==> src/rtl/instr_encoder_loader_pkg.sv <==
// Shared constants and types for the RV32I instruction encoder/loader.
// The opcode values are the ones the main control decoder matches against.
package instr_encoder_loader_pkg;

  localparam logic [6:0] OP_LOAD   = 7'b0000011;
  localparam logic [6:0] OP_IMM    = 7'b0010011;
  localparam logic [6:0] OP_STORE  = 7'b0100011;
  localparam logic [6:0] OP_RTYPE  = 7'b0110011;
  localparam logic [6:0] OP_BRANCH = 7'b1100011;

  typedef enum logic [2:0] {
    CLS_LOAD   = 3'd0,
    CLS_IMM    = 3'd1,
    CLS_STORE  = 3'd2,
    CLS_RTYPE  = 3'd3,
    CLS_BRANCH = 3'd4
  } instr_cls_e;

  typedef enum logic [2:0] {
    ST_IDLE,
    ST_RUN,
    ST_DRAIN,
    ST_DONE,
    ST_FAULT
  } load_state_e;

  // funct7 as used by R-type and shift-immediate: only bit 30 is ever set
  function automatic logic [6:0] funct7_of(input logic f7_5);
    return {1'b0, f7_5, 5'b00000};
  endfunction

endpackage

==> src/rtl/instr_encoder_loader_if.sv <==
// Bundles the field stream, instruction-memory write port and status of the loader.
// master = program source / memory side, slave = the loader itself.
interface instr_encoder_loader_if #(
  parameter int ADDR_WIDTH = 8
);
  logic                  Start;
  logic                  In_Valid;
  logic                  In_Ready;
  logic                  In_Last;
  logic [2:0]            Instr_Class;
  logic [4:0]            Rd;
  logic [4:0]            Rs1;
  logic [4:0]            Rs2;
  logic [2:0]            Funct3;
  logic                  Funct7_5;
  logic [12:0]           Imm;
  logic                  Mem_Ready;
  logic                  Mem_We;
  logic [ADDR_WIDTH-1:0] Mem_Addr;
  logic [31:0]           Mem_Wdata;
  logic                  Core_Hold;
  logic                  Done;
  logic                  Error;
  logic [ADDR_WIDTH:0]   Word_Count;

  modport master (
    output Start, In_Valid, In_Last, Instr_Class, Rd, Rs1, Rs2, Funct3, Funct7_5, Imm,
    output Mem_Ready,
    input  In_Ready, Mem_We, Mem_Addr, Mem_Wdata, Core_Hold, Done, Error, Word_Count
  );

  modport slave (
    input  Start, In_Valid, In_Last, Instr_Class, Rd, Rs1, Rs2, Funct3, Funct7_5, Imm,
    input  Mem_Ready,
    output In_Ready, Mem_We, Mem_Addr, Mem_Wdata, Core_Hold, Done, Error, Word_Count
  );
endinterface

==> src/rtl/instr_encoder_loader_packer.sv <==
// Purely combinational packing of decoded fields into one RV32I word.
// legal_o is low for unknown classes and for branches with an odd offset.
module instr_field_packer
  import instr_encoder_loader_pkg::*;
(
  input  logic [2:0]  cls_i,
  input  logic [4:0]  rd_i,
  input  logic [4:0]  rs1_i,
  input  logic [4:0]  rs2_i,
  input  logic [2:0]  funct3_i,
  input  logic        funct7_5_i,
  input  logic [12:0] imm_i,
  output logic [31:0] word_o,
  output logic        legal_o
);

  always_comb begin
    word_o  = 32'h0;
    legal_o = 1'b1;
    case (instr_cls_e'(cls_i))
      CLS_LOAD:  word_o = {imm_i[11:0], rs1_i, funct3_i, rd_i, OP_LOAD};
      CLS_IMM: begin
        // slli/srli/srai carry a 5-bit shamt and funct7 in the upper immediate
        if (funct3_i == 3'b001 || funct3_i == 3'b101)
          word_o = {funct7_of(funct7_5_i), imm_i[4:0], rs1_i, funct3_i, rd_i, OP_IMM};
        else
          word_o = {imm_i[11:0], rs1_i, funct3_i, rd_i, OP_IMM};
      end
      CLS_STORE: word_o = {imm_i[11:5], rs2_i, rs1_i, funct3_i, imm_i[4:0], OP_STORE};
      CLS_RTYPE: word_o = {funct7_of(funct7_5_i), rs2_i, rs1_i, funct3_i, rd_i, OP_RTYPE};
      CLS_BRANCH: begin
        word_o  = {imm_i[12], imm_i[10:5], rs2_i, rs1_i, funct3_i, imm_i[4:1], imm_i[11], OP_BRANCH};
        legal_o = ~imm_i[0];
      end
      default:   legal_o = 1'b0;
    endcase
  end

endmodule

==> src/rtl/instr_encoder_loader.sv <==
// Program loader: encodes a stream of instruction fields and writes the words
// sequentially into instruction memory while holding the core in reset.
module instr_encoder_loader
  import instr_encoder_loader_pkg::*;
#(
  parameter int ADDR_WIDTH = 8,
  parameter int BASE_ADDR  = 0
) (
  input logic                   clk,
  input logic                   rst,
  instr_encoder_loader_if.slave bus
);

  localparam logic [ADDR_WIDTH-1:0] BASE = ADDR_WIDTH'(BASE_ADDR);

  load_state_e           state_q, state_d;
  logic                  out_valid_q, out_valid_d;
  logic [31:0]           wdata_q, wdata_d;
  logic [ADDR_WIDTH-1:0] addr_q, addr_d;
  logic [ADDR_WIDTH:0]   count_q, count_d;
  logic                  error_q, error_d;

  logic [31:0] packed_word;
  logic        packed_legal;
  logic        in_ready, accept, write_done, overflow, can_start;

  instr_field_packer u_packer (
    .cls_i      (bus.Instr_Class),
    .rd_i       (bus.Rd),
    .rs1_i      (bus.Rs1),
    .rs2_i      (bus.Rs2),
    .funct3_i   (bus.Funct3),
    .funct7_5_i (bus.Funct7_5),
    .imm_i      (bus.Imm),
    .word_o     (packed_word),
    .legal_o    (packed_legal)
  );

  assign in_ready   = (state_q == ST_RUN) && (!out_valid_q || bus.Mem_Ready);
  assign accept     = bus.In_Valid && in_ready;
  assign write_done = out_valid_q && bus.Mem_Ready;
  // Still in RUN means In_Last has not been seen, so more words would follow
  assign overflow   = write_done && (addr_q == '1) && (state_q == ST_RUN);
  assign can_start  = (state_q == ST_IDLE) || (state_q == ST_DONE) || (state_q == ST_FAULT);

  always_comb begin
    state_d     = state_q;
    out_valid_d = out_valid_q;
    wdata_d     = wdata_q;
    addr_d      = addr_q;
    count_d     = count_q;
    error_d     = error_q;

    if (write_done) begin
      addr_d      = addr_q + 1'b1;
      count_d     = count_q + 1'b1;
      out_valid_d = 1'b0;
    end

    if (accept) begin
      if (packed_legal) begin
        out_valid_d = 1'b1;
        wdata_d     = packed_word;
      end else begin
        error_d = 1'b1;
      end
      if (bus.In_Last) state_d = ST_DRAIN;
    end

    if (overflow) begin
      error_d     = 1'b1;
      out_valid_d = 1'b0;
      state_d     = ST_FAULT;
    end

    if (state_q == ST_DRAIN && !out_valid_q) state_d = ST_DONE;

    if (can_start && bus.Start) begin
      state_d     = ST_RUN;
      out_valid_d = 1'b0;
      addr_d      = BASE;
      count_d     = '0;
      error_d     = 1'b0;
    end
  end

  always_ff @(posedge clk or negedge rst) begin
    if (!rst) begin
      state_q     <= ST_IDLE;
      out_valid_q <= 1'b0;
      wdata_q     <= 32'h0;
      addr_q      <= BASE;
      count_q     <= '0;
      error_q     <= 1'b0;
    end else begin
      state_q     <= state_d;
      out_valid_q <= out_valid_d;
      wdata_q     <= wdata_d;
      addr_q      <= addr_d;
      count_q     <= count_d;
      error_q     <= error_d;
    end
  end

  assign bus.In_Ready   = in_ready;
  assign bus.Mem_We     = out_valid_q;
  assign bus.Mem_Addr   = addr_q;
  assign bus.Mem_Wdata  = wdata_q;
  assign bus.Core_Hold  = (state_q == ST_RUN) || (state_q == ST_DRAIN);
  assign bus.Done       = (state_q == ST_DONE);
  assign bus.Error      = error_q;
  assign bus.Word_Count = count_q;

endmodule

==> src/flat_wrapper.sv <==
// flat-port wrapper written by rule: the top's interface ports become plain ports
module instr_encoder_loader_flat import instr_encoder_loader_pkg::*;
#(
  parameter int ADDR_WIDTH = 8,
  parameter int BASE_ADDR  = 0
)
  (clk, rst, bus_Start, bus_In_Valid, bus_In_Last, bus_Instr_Class, bus_Rd, bus_Rs1, bus_Rs2, bus_Funct3, bus_Funct7_5, bus_Imm, bus_Mem_Ready, bus_In_Ready, bus_Mem_We, bus_Mem_Addr, bus_Mem_Wdata, bus_Core_Hold, bus_Done, bus_Error, bus_Word_Count);
  instr_encoder_loader_if #(.ADDR_WIDTH(ADDR_WIDTH)) bus_i ();
  input logic clk;
  input logic rst;
  input wire logic [$bits(bus_i.Start)-1:0] bus_Start;
  input wire logic [$bits(bus_i.In_Valid)-1:0] bus_In_Valid;
  input wire logic [$bits(bus_i.In_Last)-1:0] bus_In_Last;
  input wire logic [$bits(bus_i.Instr_Class)-1:0] bus_Instr_Class;
  input wire logic [$bits(bus_i.Rd)-1:0] bus_Rd;
  input wire logic [$bits(bus_i.Rs1)-1:0] bus_Rs1;
  input wire logic [$bits(bus_i.Rs2)-1:0] bus_Rs2;
  input wire logic [$bits(bus_i.Funct3)-1:0] bus_Funct3;
  input wire logic [$bits(bus_i.Funct7_5)-1:0] bus_Funct7_5;
  input wire logic [$bits(bus_i.Imm)-1:0] bus_Imm;
  input wire logic [$bits(bus_i.Mem_Ready)-1:0] bus_Mem_Ready;
  output wire logic [$bits(bus_i.In_Ready)-1:0] bus_In_Ready;
  output wire logic [$bits(bus_i.Mem_We)-1:0] bus_Mem_We;
  output wire logic [$bits(bus_i.Mem_Addr)-1:0] bus_Mem_Addr;
  output wire logic [$bits(bus_i.Mem_Wdata)-1:0] bus_Mem_Wdata;
  output wire logic [$bits(bus_i.Core_Hold)-1:0] bus_Core_Hold;
  output wire logic [$bits(bus_i.Done)-1:0] bus_Done;
  output wire logic [$bits(bus_i.Error)-1:0] bus_Error;
  output wire logic [$bits(bus_i.Word_Count)-1:0] bus_Word_Count;
  assign bus_i.Start = bus_Start;
  assign bus_i.In_Valid = bus_In_Valid;
  assign bus_i.In_Last = bus_In_Last;
  assign bus_i.Instr_Class = bus_Instr_Class;
  assign bus_i.Rd = bus_Rd;
  assign bus_i.Rs1 = bus_Rs1;
  assign bus_i.Rs2 = bus_Rs2;
  assign bus_i.Funct3 = bus_Funct3;
  assign bus_i.Funct7_5 = bus_Funct7_5;
  assign bus_i.Imm = bus_Imm;
  assign bus_i.Mem_Ready = bus_Mem_Ready;
  assign bus_In_Ready = bus_i.In_Ready;
  assign bus_Mem_We = bus_i.Mem_We;
  assign bus_Mem_Addr = bus_i.Mem_Addr;
  assign bus_Mem_Wdata = bus_i.Mem_Wdata;
  assign bus_Core_Hold = bus_i.Core_Hold;
  assign bus_Done = bus_i.Done;
  assign bus_Error = bus_i.Error;
  assign bus_Word_Count = bus_i.Word_Count;
  instr_encoder_loader #(.ADDR_WIDTH(ADDR_WIDTH), .BASE_ADDR(BASE_ADDR)) u_core (.clk(clk), .rst(rst), .bus(bus_i));
endmodule
==> config.mk <==
export PLATFORM = sky130hd
export DESIGN_NAME = instr_encoder_loader_flat
export DESIGN_NICKNAME = d
export VERILOG_FILES = /design/src/rtl/instr_encoder_loader_pkg.sv /design/src/rtl/instr_encoder_loader_if.sv /design/src/rtl/instr_encoder_loader_packer.sv /design/src/rtl/instr_encoder_loader.sv /design/src/flat_wrapper.sv
export SDC_FILE = /design/constraint.sdc
export NUM_CORES = 1
export LEC_CHECK = 0
export ABC_CLOCK_PERIOD_IN_PS = 2160
export CORE_ASPECT_RATIO = 0.8
export CORE_MARGIN = 10
export CORE_UTILIZATION = 44
export CTS_CLUSTER_DIAMETER = 30
export DETAILED_ROUTE_END_ITERATION = 8
export MAX_ROUTING_LAYER = met4
export PLACE_DENSITY = 0.79
export SYNTH_ARGS = -nofsm -noshare
export SYNTH_HDL_FRONTEND = slang
export SYNTH_SLANG_ARGS = --single-unit
==> constraint.sdc <==
create_clock -name clk -period 2.16 [get_ports clk]
set_input_delay 0.432 -clock clk [delete_from_list [all_inputs] [get_ports clk]]
set_output_delay 0.432 -clock clk [all_outputs]
set_load 0.03 [all_outputs]
==> flow_metrics.env <==
export IMPL_crit_required_ns=2.35
export IMPL_core_region_area_sq_um=5470
export IMPL_floorplan_initialDensity=0.456
export IMPL_die_width_um=104
export IMPL_path_max_fanout=24
export IMPL_reg_clk_slew_reported_paths_ns=0.09
export IMPL_synth_cells=247
export IMPL_cts_tree="done"
export IMPL_switching_power_mw=1.79
export IMPL_syn_area_sq_um=2490
export IMPL_hp_class="in -> async"
export IMPL_run_status="complete, no violations"
export IMPL_setup_clock_skew_after_layout_ns=0.00897
export IMPL_worstSetupEndpointType="flop"
export IMPL_route_antenna_remaining_nets=0
export IMPL_pin_count=95
export IMPL_pwr_share_seq=0.349
export IMPL_clock_tree_htree_level_count=2
export IMPL_vias_per_cell=4.91
export IMPL_yosys_warnings=0
export IMPL_timing_critical_path_from_type="input port"
export IMPL_timing_worst_slew_pin_value_ns=0.639
export IMPL_dieArea_sq_um=9090
export IMPL_cts_hold_fix_buffers=0
export IMPL_fin_area_sq_um=3640
export IMPL_grt_pass1_wl_mm=11.3
export IMPL_grt_max_degree=52
export IMPL_drt_wl_total_mm=6.93
export IMPL_leakagePower_nw=1.57
export IMPL_ys_flop_type="dfrtp_1"
export IMPL_final_net_count=392
export IMPL_yosys_register_bits=51
export IMPL_first_global_vias=2142
export IMPL_final_slew_violations=0
export IMPL_hold_violations=0
export IMPL_drt_iter0_drc=109
export IMPL_clkSinkCount=51
export IMPL_clk_root_buffer_cell="clkbuf_8"
export IMPL_fin_hold_ws_ns=0.211
export IMPL_placementRows=24
export IMPL_comb_power_share=0.525
export IMPL_internal_power_mw=2.49
export IMPL_port_buffers=92
export IMPL_syn_area_cell_sq_um=10.1
export IMPL_synth_lib_cells_used_distinct=44
export IMPL_drt_wirelength_per_cell_um=16.2
export IMPL_timing_critical_path_arrival_ns=2.23
export IMPL_synth_edff_count=0
export IMPL_n_antenna_cell=0
export IMPL_total_neg_setup_slack_ns=0
export IMPL_pwr_density_cell_nw_per_um2=1170
export IMPL_antenna_found_initial=0
export IMPL_final_core_util=0.666
export IMPL_share_of_synthesized_area_occupied_by_flip_flops_and_latches=0.513
export IMPL_clock_latency_on_the_worst_skew_pair_ns=0.30
export IMPL_dp_hpwl_mm=5.48
export IMPL_cts_path_max_buffers=2
export IMPL_layout_setup_ws_ns=0.116
export IMPL_post_route_min_period_ns=2.04
export IMPL_share_of_total_power_consumed_by_net_switching=0.418
export IMPL_clock_power_share=0.125
export IMPL_critical_path_reg2reg_startpoint="u_core.state_q[1]$_DFFE_PN0P_"
export IMPL_crit_reg2reg_capture="u_core.bus.Mem_Wdata[16]$_DFFE_PN0P_"
export IMPL_drc=0
export IMPL_maxCapViolCount=0
export IMPL_setup_viol_count_final=0
export IMPL_globalRoute_totalOverflow=0
export IMPL_unrepaired_setup_endpoints_after_global_routing="no"
export IMPL_dr_pass1_iters=4
export IMPL_async_reset_ff_frac=1.00
export IMPL_gp_congestion=0.827
export IMPL_number_of_clock_buffers_inserted_by_tritoncts=5
export IMPL_area_growth_syn_to_layout_pct=46.2
export IMPL_criticalPathCategory="in -> reg"
export IMPL_die_height_um=87.3
export IMPL_placed_area_sq_um=3560
export IMPL_timing_max_slew_rel_slack=0.574
export IMPL_post_route_period_util=0.946
export IMPL_maxClockFrequency_ghz=0.489
export IMPL_total_via_count_after_detailed_routing=2100
export IMPL_drive_gt1_frac=0.109
export IMPL_worstRegToRegCells=4
export IMPL_ir_drop_v=0.00103
export IMPL_pre_cts_ws_ns=-0.199
export IMPL_grt_usage=0.159
export IMPL_r2r_slack_ns=0.42
## registers in the layout, indices dropped and copies added, names as in the netlist
register,cells
u_core.bus.Mem_We,1
u_core.bus.Error,1
u_core.bus.Mem_Wdata,29
u_core.bus.Word_Count,9
u_core.bus.Mem_Addr,8
u_core.state_q,3
## timing repair
action / 4_1_cts / 5_1_grt
setup endpoints to repair: 2 / 0
hold endpoints to repair: 0 / 0
buffers inserted: 0 / 0
resized for setup: 2 / 0
## through the flow
stage | std cells | power [mW]
final | 428 | 4.27
after global routing | 428 | 4.53
after CTS | 428 | 4.33
after detailed placement | 420 | 3.80
after global placement | 420 | 3.75
after floorplan | 248 | 2.79
## cell families after synthesis
group	synth area share
mux	0.0744
flops	0.513
simple gates	0.182
buf+inv	0.0397
other cells	0.00151
xor+xnor	0.0598
compound gates	0.120
fa+ha+maj	0.0100
## power groups by stage
stage | Clock (mW) | Sequential [mW] | Combinational [mW]
final | 0.535 | 1.49 | 2.24
after global routing | 0.605 | 1.54 | 2.39
after CTS | 0.562 | 1.49 | 2.27
after detailed placement | 0 | 1.51 | 2.29
after global placement | 0 | 1.50 | 2.25
after floorplan | 0 | 2.04 | 0.747
## Yosys cell counts (all sizes together) (4+ instances only)
cell / count / area (sq um)
a32o: 5 / 50.1
clkbuf: 8 / 30.0
nand2: 30 / 113
mux2i: 5 / 50.1
buf: 7 / 57.5
o21ai: 15 / 75.1
mux2: 10 / 135
nand2b: 5 / 31.3
nor2: 33 / 124
xnor2: 11 / 96.3
nor3: 8 / 40.0
xor2: 6 / 52.6
a22oi: 4 / 30.0
dfrtp: 51 / 1280
nand4: 5 / 31.3
a21oi: 12 / 60.1
## per-layer routing
layer,track usage,wire [um],part of all wire,vias up
met1,0.210,3400,0.49,985
li1,-,-,-,1054
met3,0.0385,234,0.034,4
met2,0.241,3240,0.47,57
met5,-,0,0,-
met4,0.0416,59,0.0085,0
## final cells by class
cell class | count | area (sq um)
inverters | 3 | 11.3
clock inverters | 2 | 12.5
repair buffers | 109 | 1050
clock buffers | 6 | 72.6
fillers | 460 | 1830
well taps | 78 | 97.6
multi-input cells | 179 | 1120
flip-flops and latches | 51 | 1280
## cells in the final DEF (no fill, tap or decap), drive strengths merged, types with 3 or more instances in the layout
cell type and count:
dfrtp 51, clkbuf 6, nand2b 5, clkdlybuf4s50 88, a22oi 4, inv 3
mux2i 5, nand2 30, mux2 10, nor2b 3, buf 19, a21oi 12
nand4 5, nor2 33, a32o 5, xor2 6, nor3 8, xnor2 11
o21ai 15, nand3 3
## critical path, cell delays in order
cell and delay (ns):
clkdlybuf4s50_1 0.42, or3_4 0.41, a2111o_1 0.48, buf_12 0.19, mux2_4 0.29
## how the worst max path moves through the flow
| stage | start | end | slack [ns] |
|---|---|---|---|
| 2_1_floorplan | u_core.state_q[1]$_DFFE_PN0P_ | u_core.bus.Error$_DFFE_PN0P_ | 0.13 |
| 3_3_place_gp | bus_Instr_Class[0] | u_core.bus.Mem_Wdata[17]$_DFFE_PN0P_ | -0.18 |
| 3_5_place_dp | bus_Instr_Class[0] | u_core.bus.Mem_Wdata[17]$_DFFE_PN0P_ | -0.20 |
| 4_1_cts | u_core.bus.Mem_We$_DFF_PN0_ | bus_Mem_We | 0.12 |
| 5_1_grt | u_core.bus.Mem_We$_DFF_PN0_ | bus_In_Ready | 0.04 |
| 6_report | bus_Instr_Class[0] | u_core.bus.Mem_Wdata[16]$_DFFE_PN0P_ | 0.12 |
Note: power is estimated with default switching activity, not from simulation.
